### config.mk
export PLATFORM = sky130hd
export DESIGN_NAME = uart_cmd_assembler
export DESIGN_NICKNAME = d
export VERILOG_FILES = /design/src/rtl/uart_cmd_pkg.sv /design/src/rtl/byte_timeout_timer.sv /design/src/rtl/uart_cmd_assembler.sv
export SDC_FILE = /design/constraint.sdc
export NUM_CORES = 1
export LEC_CHECK = 0
export BUFFER_PORTS_ARGS = -buffer_cell sky130_fd_sc_hd__buf_4
export CORE_UTILIZATION = 35
export DETAILED_ROUTE_END_ITERATION = 16
export PLACE_DENSITY_LB_ADDON = 0.08
export SYNTH_ARGS = -nofsm -noshare
export SYNTH_HDL_FRONTEND = slang
export SYNTH_HIERARCHICAL = 1
export SYNTH_SLANG_ARGS = --single-unit
export TNS_END_PERCENT = 10
### constraint.sdc
create_clock -name clk -period 1.9 [get_ports clk]
set_clock_uncertainty 0.2 [all_clocks]
set_input_delay 0.095 -clock clk [delete_from_list [all_inputs] [get_ports clk]]
set_output_delay 0.095 -clock clk [all_outputs]
set_load 0.005 [all_outputs]
### src/rtl/uart_cmd_pkg.sv
// rtl/uart_cmd_pkg.sv - shared types and constants for the UART command assembler
package uart_cmd_pkg;

  typedef enum logic [1:0] {IDLE, GOT_CMD, GOT_HI} asm_state_t;

  localparam int PKT_BYTES            = 3;
  localparam int DEFAULT_TIMEOUT_CLKS = 104160;

endpackage

### src/rtl/byte_timeout_timer.sv
// rtl/byte_timeout_timer.sv - saturating inter-byte gap counter
module byte_timeout_timer
  import uart_cmd_pkg::*;
#(
  parameter int TIMEOUT_CLKS = DEFAULT_TIMEOUT_CLKS,
  parameter int TMR_W        = $clog2(TIMEOUT_CLKS)
) (
  input  logic clk,
  input  logic rst_n,
  input  logic clr,
  input  logic run,
  output logic expired
);

  localparam logic [TMR_W-1:0] LAST = TMR_W'(TIMEOUT_CLKS - 1);

  logic [TMR_W-1:0] count;

  // Clear wins over run; the count parks at LAST instead of wrapping.
  always_ff @(posedge clk or negedge rst_n) begin
    if (!rst_n) begin
      count <= '0;
    end else if (clr) begin
      count <= '0;
    end else if (run && (count != LAST)) begin
      count <= count + TMR_W'(1);
    end
  end

  assign expired = (count == LAST);

endmodule

### src/rtl/uart_cmd_assembler.sv
// rtl/uart_cmd_assembler.sv - assembles 3-byte UART command packets for the command decoder
module uart_cmd_assembler
  import uart_cmd_pkg::*;
#(
  parameter int TIMEOUT_CLKS = DEFAULT_TIMEOUT_CLKS,
  parameter int TMR_W        = $clog2(TIMEOUT_CLKS)
) (
  input  logic        clk,
  input  logic        rst_n,
  input  logic        rx_rdy,
  input  logic [7:0]  rx_data,
  output logic        clr_rx_rdy,
  input  logic        clr_cmd_rdy,
  output logic        cmd_rdy,
  output logic [7:0]  cmd,
  output logic [15:0] data,
  output logic        overrun,
  output logic        frame_err,
  output logic        busy
);

  asm_state_t state, next_state;
  logic [7:0] cmd_shadow, hi_shadow;
  logic       take_cmd, take_hi, complete, timeout;
  logic       expired, tmr_clr, tmr_run;

  // Gap timer restarts on every accepted byte and on the drop back to IDLE.
  assign tmr_run = busy;
  assign tmr_clr = (state == IDLE) | rx_rdy | timeout;

  byte_timeout_timer #(
    .TIMEOUT_CLKS (TIMEOUT_CLKS),
    .TMR_W        (TMR_W)
  ) u_timer (
    .clk     (clk),
    .rst_n   (rst_n),
    .clr     (tmr_clr),
    .run     (tmr_run),
    .expired (expired)
  );

  // Every offered byte is consumed in the cycle it is seen.
  assign clr_rx_rdy = rx_rdy & rst_n;
  assign busy       = (state != IDLE);

  // Next-state and per-cycle strobes; an arriving byte beats the timeout.
  always_comb begin
    next_state = state;
    take_cmd   = 1'b0;
    take_hi    = 1'b0;
    complete   = 1'b0;
    timeout    = 1'b0;
    case (state)
      IDLE: begin
        if (rx_rdy) begin
          take_cmd   = 1'b1;
          next_state = GOT_CMD;
        end
      end
      GOT_CMD: begin
        if (rx_rdy) begin
          take_hi    = 1'b1;
          next_state = GOT_HI;
        end else if (expired) begin
          timeout    = 1'b1;
          next_state = IDLE;
        end
      end
      GOT_HI: begin
        if (rx_rdy) begin
          complete   = 1'b1;
          next_state = IDLE;
        end else if (expired) begin
          timeout    = 1'b1;
          next_state = IDLE;
        end
      end
      default: next_state = IDLE;
    endcase
  end

  // State register.
  always_ff @(posedge clk or negedge rst_n) begin
    if (!rst_n) begin
      state <= IDLE;
    end else begin
      state <= next_state;
    end
  end

  // Partial-packet shadows for the command and data high bytes.
  always_ff @(posedge clk or negedge rst_n) begin
    if (!rst_n) begin
      cmd_shadow <= 8'h00;
      hi_shadow  <= 8'h00;
    end else begin
      if (take_cmd) cmd_shadow <= rx_data;
      if (take_hi)  hi_shadow  <= rx_data;
    end
  end

  // Packet outputs, consumer handshake, overrun and frame error flags.
  always_ff @(posedge clk or negedge rst_n) begin
    if (!rst_n) begin
      cmd       <= 8'h00;
      data      <= 16'h0000;
      cmd_rdy   <= 1'b0;
      overrun   <= 1'b0;
      frame_err <= 1'b0;
    end else begin
      frame_err <= timeout;
      if (complete) begin
        cmd     <= cmd_shadow;
        data    <= {hi_shadow, rx_data};
        cmd_rdy <= 1'b1;
        if (cmd_rdy) overrun <= 1'b1;
      end else if (clr_cmd_rdy) begin
        cmd_rdy <= 1'b0;
        overrun <= 1'b0;
      end
    end
  end

endmodule

# Word-level counts from Yosys, hierarchy flattened

Index checks and enable logic that the tools add are counted.

Output and inout port bits: 29
Register bits after elaboration: 62
Bits of input ports: 12
Word-level logic and storage cells: 44

Add/subtract/negate cells: 1
Multiplexer cells: 18
Equal/unequal tests: 6
Reduce and logical (&&, ||, !) cells: 7
Bitwise operators: 3

Operators by type and width:

| cell                  | count |
|---|---|
| $mux 17               | 2 |
| $add 17x1->17 const B | 1 |
| $eq 17x17->1 const B  | 1 |
| $ne 17x17->1 const B  | 1 |
| $mux 1                | 11 |
| $mux 2                | 4 |
| $pmux 2 s3            | 1 |
| $reduce_bool 2->1     | 3 |
| $ne 2x2->1 const B    | 2 |
| $eq 2x1->1 const B    | 1 |
| $eq 2x2->1 const B    | 1 |
| $logic_not 2->1       | 1 |
| $or 1x1->1            | 2 |
| $reduce_and 2->1      | 1 |
| $reduce_or 2->1       | 1 |
| $and 1x1->1           | 1 |
| $logic_and 1x1->1     | 1 |

# Depth between registers and ports, before layout

Depth after elaboration: 6
Mapped depth: 9
Mapped depth without buffers: 7

# Cells and area by module

Netlist, hierarchy kept.

Modules (own cells, without submodules):

| module             | sequential area each (um^2) | area an instance (um^2) | instances | cells an instance |
|---|---|---|---|---|
| uart_cmd_assembler | 1126.1                      | 1859.3                  | 1         | 114 |
| byte_timeout_timer | 425.4                       | 958.4                   | 1         | 94 |

# Least setup slack after synthesis

OpenSTA, ideal clock, no wires.

Path type: flip-flop to flip-flop
Start point: reg u_timer.count[0]
End point: reg u_timer.count[16]
Data arrival time: 1.772 ns
Period minus slack after synthesis: 2.091 ns
Setup slack: -0.191 ns
Stages on the path, launching flop included: 10
Data required time: 1.581 ns
Library setup time: 0.119 ns
Buffers on the path: 2
Path through: dfrtp_1 > ha_1 > nand4_4 > nor4_1 > nand2_1 > nor2_1 > or3_1 > buf_4 > clkbuf_8 > nor2_1

Word-level cells in the longest chain between the ends: 6
Elaborated cells on any way between the ends: 11
Those cells by class: add/sub: 1; eq/ne: 2; mux: 5; bitwise: 1; reduce/logical: 2

RTL lines:

| item                                         | line                                               | source |
|---|---|---|
| from (decl)                                  | byte_timeout_timer.sv:17                           | `logic [TMR_W-1:0] count;` |
| from (signal assigned)                       | byte_timeout_timer.sv:26                           | `count <= count + TMR_W'(1);` |
| $eq 17x17->1 *                               | byte_timeout_timer.sv:30                           | `assign expired = (count == LAST);` |
| net expired                                  | uart_cmd_assembler.sv:25                           | `logic expired, tmr_clr, tmr_run;` |
| $mux 1 *                                     | uart_cmd_assembler.sv:64, uart_cmd_assembler.sv:73 |  |
| $mux 1 *                                     | uart_cmd_assembler.sv:61                           | `if (rx_rdy) begin` |
| $mux 1 *                                     | -                                                  |  |
| net timeout                                  | uart_cmd_assembler.sv:24                           | `logic take_cmd, take_hi, complete, timeout;` |
| $or 1x1->1 *                                 | uart_cmd_assembler.sv:29                           | `assign tmr_clr = (state == IDLE) \| rx_rdy \| timeout;` |
| net tmr_clr                                  | uart_cmd_assembler.sv:25                           |  |
| $mux 17 or $reduce_bool 2->1 (tied branches) | -                                                  |  |

The timed path passes the listed nets; every way through them passes the cells marked *. The select of a mux whose other input is x is not followed.
A chain may end at the register's enable or synchronous reset.

# Worst setup path after layout

Start point: reg state[0]
End point: reg u_timer.count[15]

Word-level cells in the longest chain between the ends: 5
Elaborated cells on any way between the ends: 11
Those cells by class: eq/ne: 2; mux: 2; bitwise: 2; reduce/logical: 5

RTL lines:

| item                                         | line                     | source |
|---|---|---|
| from (decl)                                  | uart_cmd_assembler.sv:22 | `asm_state_t state, next_state;` |
| from (signal assigned)                       | uart_cmd_assembler.sv:87 | `state <= next_state;` |
| $eq 2x2->1 or $eq 2x1->1 (tied branches)     | uart_cmd_assembler.sv:53 | `case (state)` |
| $reduce_or 2->1 (no line)                    | -                        |  |
| $mux 1                                       | -                        |  |
| $or 1x1->1                                   | uart_cmd_assembler.sv:29 |  |
| $mux 17 or $reduce_bool 2->1 (tied branches) | -                        |  |

Several ways; a longest one is shown, not always the timed one.

==> impl_metrics.yaml <==
critical_path:
  r2r-start: "state[0]$_DFFE_PN0P_"
  cp_top_family: "simple AND/OR/NAND/NOR gates"
  cp_data_arrival_time_ns: 1.96
  path_cells: "inv_1, ha_2, inv_4, and4_1, nand3_2, or4_1, a21oi_1"
  critPathCaptureType: "flip-flop"
  worstSetupPathType: "flip-flop to flip-flop"
  critPathMaxStageDelay_ns: 0.42
  reg2reg_to: "u_timer/count[15]$_DFFE_PN0P_"
  cp.depth: 7
  cp_data_required_time_ns: 1.96
  r2r_cells: 7
  worstPathMaxFanout: 5
  worst-path-buf-inv: 2
  startpoint_type: "flip-flop"
  cp_slowest_cell: "or4_1"
  r2r_setup_slack_ns: -0.0005
timing:
  maxSlewHeadroom_pct: 64.3
  drv_slew: 0
  finalCriticalPeriod_ns: 1.90
  rsz0062_at_grt: "yes"
  setup_viol: 1
  period_share_pct: 100
  tightest_slew_ns: 0.534
  fmax_ghz: 0.526
  hold_viol: 0
  layout_setup_ws_ns: -0.000465
power:
  cell_internal_pwr_w: 0.00360
  p_clk_share_pct: 23.8
  swShare_pct: 28.6
  ir_worst_vdd_mv: 0.655
  power_density_nw_per_um2: 1300
  pwr-share-seq_pct: 40.5
  p_leak_nw: 1.84
  pwr-share-comb_pct: 35.7
  p_switching_w: 0.00144
cells_and_area:
  area_growth_pct: 38.1
  drive_gt1_share_pct: 49.2
  nNetsFinal: 315
  diodes: 0
  final_area_um2: 3890
clock_tree:
  insertion_delay_ns: 0.34
  clock_sinks: 62
  tritoncts: "yes"
  clockRootBuffer: "clkbuf_8"
  cts_max_level: 3
  cts_buffers: 9
  clk_pin_slew_ns: 0.07
  clockBufferDepth: 2
place:
  place.gp.congestion: 0.708
  dpl_worst_slack_ns: -0.00154
  port_buffers: 40
  place_area_um2: 3500
  dpl.hpwl_mm: 3.80
yosys:
  ys_seq_area_share_pct: 55.1
  synth_top_family_by_area: "multiplexers"
  synth_top_cell_by_area: "dfrtp_1"
  synth-simple-area-share_pct: 12.1
  syn-cell-area_um2: 2820
  syn_inst: 208
  synth_area_leaders: "dfrtp_1 55%, mux2_4 9.6%, mux2_2 8.8%"
  ys_warn_count: 6
  syn_area_per_cell_um2: 13.5
  yosys.area_share.adder_pct: 2.22
  synth_mux_area_share_pct: 19.1
  synth_top_area_share_pct: 55.1
  synth_nets: 225
  synth.distinct_cells: 38
  ys_seq_elements: 62
  synth_xor_xnor_area_share_pct: 2.49
  synth_compound_area_share_pct: 5.82
detailed_routing:
  drc: 0
  viasPerCell: 4.75
  vias: 1923
  dr.pass1.iters: 4
  wl_per_cell_um: 14.2
  first_iter_violations: 67
  ant_nets: 0
  routed_wl_mm: 5.76
floorplanning:
  fp.dieW_um: 91.7
  rows: 32
  fp.dieH_um: 91.7
  initial_core_util_pct: 36.3
  fp.dieArea_um2: 8410
  fp.coreArea_um2: 7770
  ios: 41
job:
  cap_viol_max_count: 0
global_route:
  grt_max_degree: 52
  grt_pass1_wl_mm: 9.69
  grt_pass1_vias: 1906
  antenna_found_initial: 0
  gr-total-overflow: 0
  grt_util_all_layers_pct: 15.0
hold_path:
  hold_class: "input port to async pin"
run_status:
  violations: "negative setup slack"
  status: "complete, but fails checks"
## synthesized netlist by cell type
master,number
buf_6,3
nand4b_2,1
a21oi_1,8
mux2i_1,2
nor2_1,12
xor2_1,4
a21boi_0,1
o41ai_4,1
mux2_2,22
and3_1,2
nor3_1,3
o21ai_0,3
nand3_1,4
o22ai_1,1
nand2_4,1
o21ai_1,3
o21bai_1,1
dfrtp_1,62
nand4bb_1,2
and4_1,2
clkbuf_8,2
a31oi_1,2
ha_1,5
o31ai_1,2
mux2_4,18
buf_4,1
nand2_2,2
or3_2,3
nand2_1,6
xnor2_1,4
or4_1,2
nand4_4,1
nand4_1,6
o2bb2ai_1,2
or3_1,3
nor4_1,3
and2_1,2
inv_1,6
## cell families after synthesis
kind of cell / count (synthesis)
compound gates: 24
xor+xnor: 8
fa+ha+maj: 5
buf+inv: 12
flops: 62
mux: 42
simple gates: 55
## power groups by stage
stage,clock network [W],registers (W),logic [W]
global route,0.00129,0.00210,0.00195
CTS,0.00125,0.00205,0.00181
finish,0.00120,0.00204,0.00180
floorplan,0,0.00205,0.000962
global placement,0,0.00205,0.00176
detailed placement,0,0.00206,0.00178
## metrics by stage
step | cells | utilization (%) | setup TNS [ns] | power, W | hold slack [ns]
finish | 405 | 50.1 | -0.000465 | 0.00504 | 0.0863
floorplan | 208 | - | -0.00415 | 0.00301 | -0.401
global placement | 375 | 45.0 | -0.0196 | 0.00382 | -0.239
detailed placement | 375 | 45.0 | -0.00154 | 0.00384 | -0.242
CTS | 403 | 49.5 | 0 | 0.00510 | 0.0985
global route | 405 | 50.1 | -1.39 | 0.00535 | 0.122
## state kept, by name, indices dropped and copies added, names as in the netlist
signal and count:
frame_err 1, cmd 8, state 2, u_timer/count 17, data 16, cmd_rdy 1
overrun 1, cmd_shadow 8, hi_shadow 8
## placed cells by master (no fill, tap or decap), types with 4 or more instances in the layout
cell / synthesis / final
dlygate4sd3_1: 0 / 12
xnor2_1: 4 / 4
a21oi_1: 8 / 8
xor2_1: 4 / 4
buf_4: 1 / 68
mux2_4: 18 / 18
nand2_1: 6 / 6
mux2_2: 22 / 22
nand4_1: 6 / 6
clkbuf_8: 2 / 10
inv_1: 6 / 5
dfrtp_1: 62 / 61
nor2_1: 12 / 11
## worst min-delay path, delay by kind of cell
kind | cells | cell delay [ns]
buffers and inverters | 3 | 0.91
## worst max path at each step
stage / startpoint / end
6_report: state[0]$_DFFE_PN0P_ / u_timer/count[15]$_DFFE_PN0P_
5_1_grt: u_timer/count[0]$_DFFE_PN0P_ / u_timer/count[13]$_DFFE_PN0P_
4_1_cts: u_timer/count[1]$_DFFE_PN0P_ / u_timer/count[4]$_DFFE_PN0P_
3_5_place_dp: u_timer/count[11]$_DFFE_PN0P_ / u_timer/count[4]$_DFFE_PN0P_
3_3_place_gp: u_timer/count[11]$_DFFE_PN0P_ / u_timer/count[4]$_DFFE_PN0P_
2_1_floorplan: state[0]$_DFFE_PN0P_ / u_timer/count[15]$_DFFE_PN0P_
## final cells by class
class / instances / area [µm²]
Fill cell: 728 / 3880
Sequential cell: 62 / 1550
Multi-Input combinational cell: 134 / 1260
Timing Repair Buffer: 85 / 713
Clock buffer: 10 / 138
Tap cell: 102 / 128
Clock inverter: 6 / 70.1
Inverter: 6 / 25.0
## timing repair
item | 4_1_cts | 5_1_grt
gates cloned | 0 | 0
pin swaps | 0 | 2
gates resized for setup | 4 | 6
endpoints found under the setup margin | 12 | 17
hold buffers | 12 | 0
hold endpoints to repair | 91 | 0
buffers inserted | 0 | 2
## layer usage
| layer | up-vias | part of all wire, % | global-route usage [%] |
|---|---|---|---|
| met5 | - | 0 | 0 |
| met4 | 0 | 2.0 | 7.03 |
| met3 | 10 | 3.8 | 3.65 |
| met2 | 34 | 45 | 21.9 |
| met1 | 942 | 50 | 20.8 |
| li1 | 937 | - | - |
(Power assumes the default switching activity.)
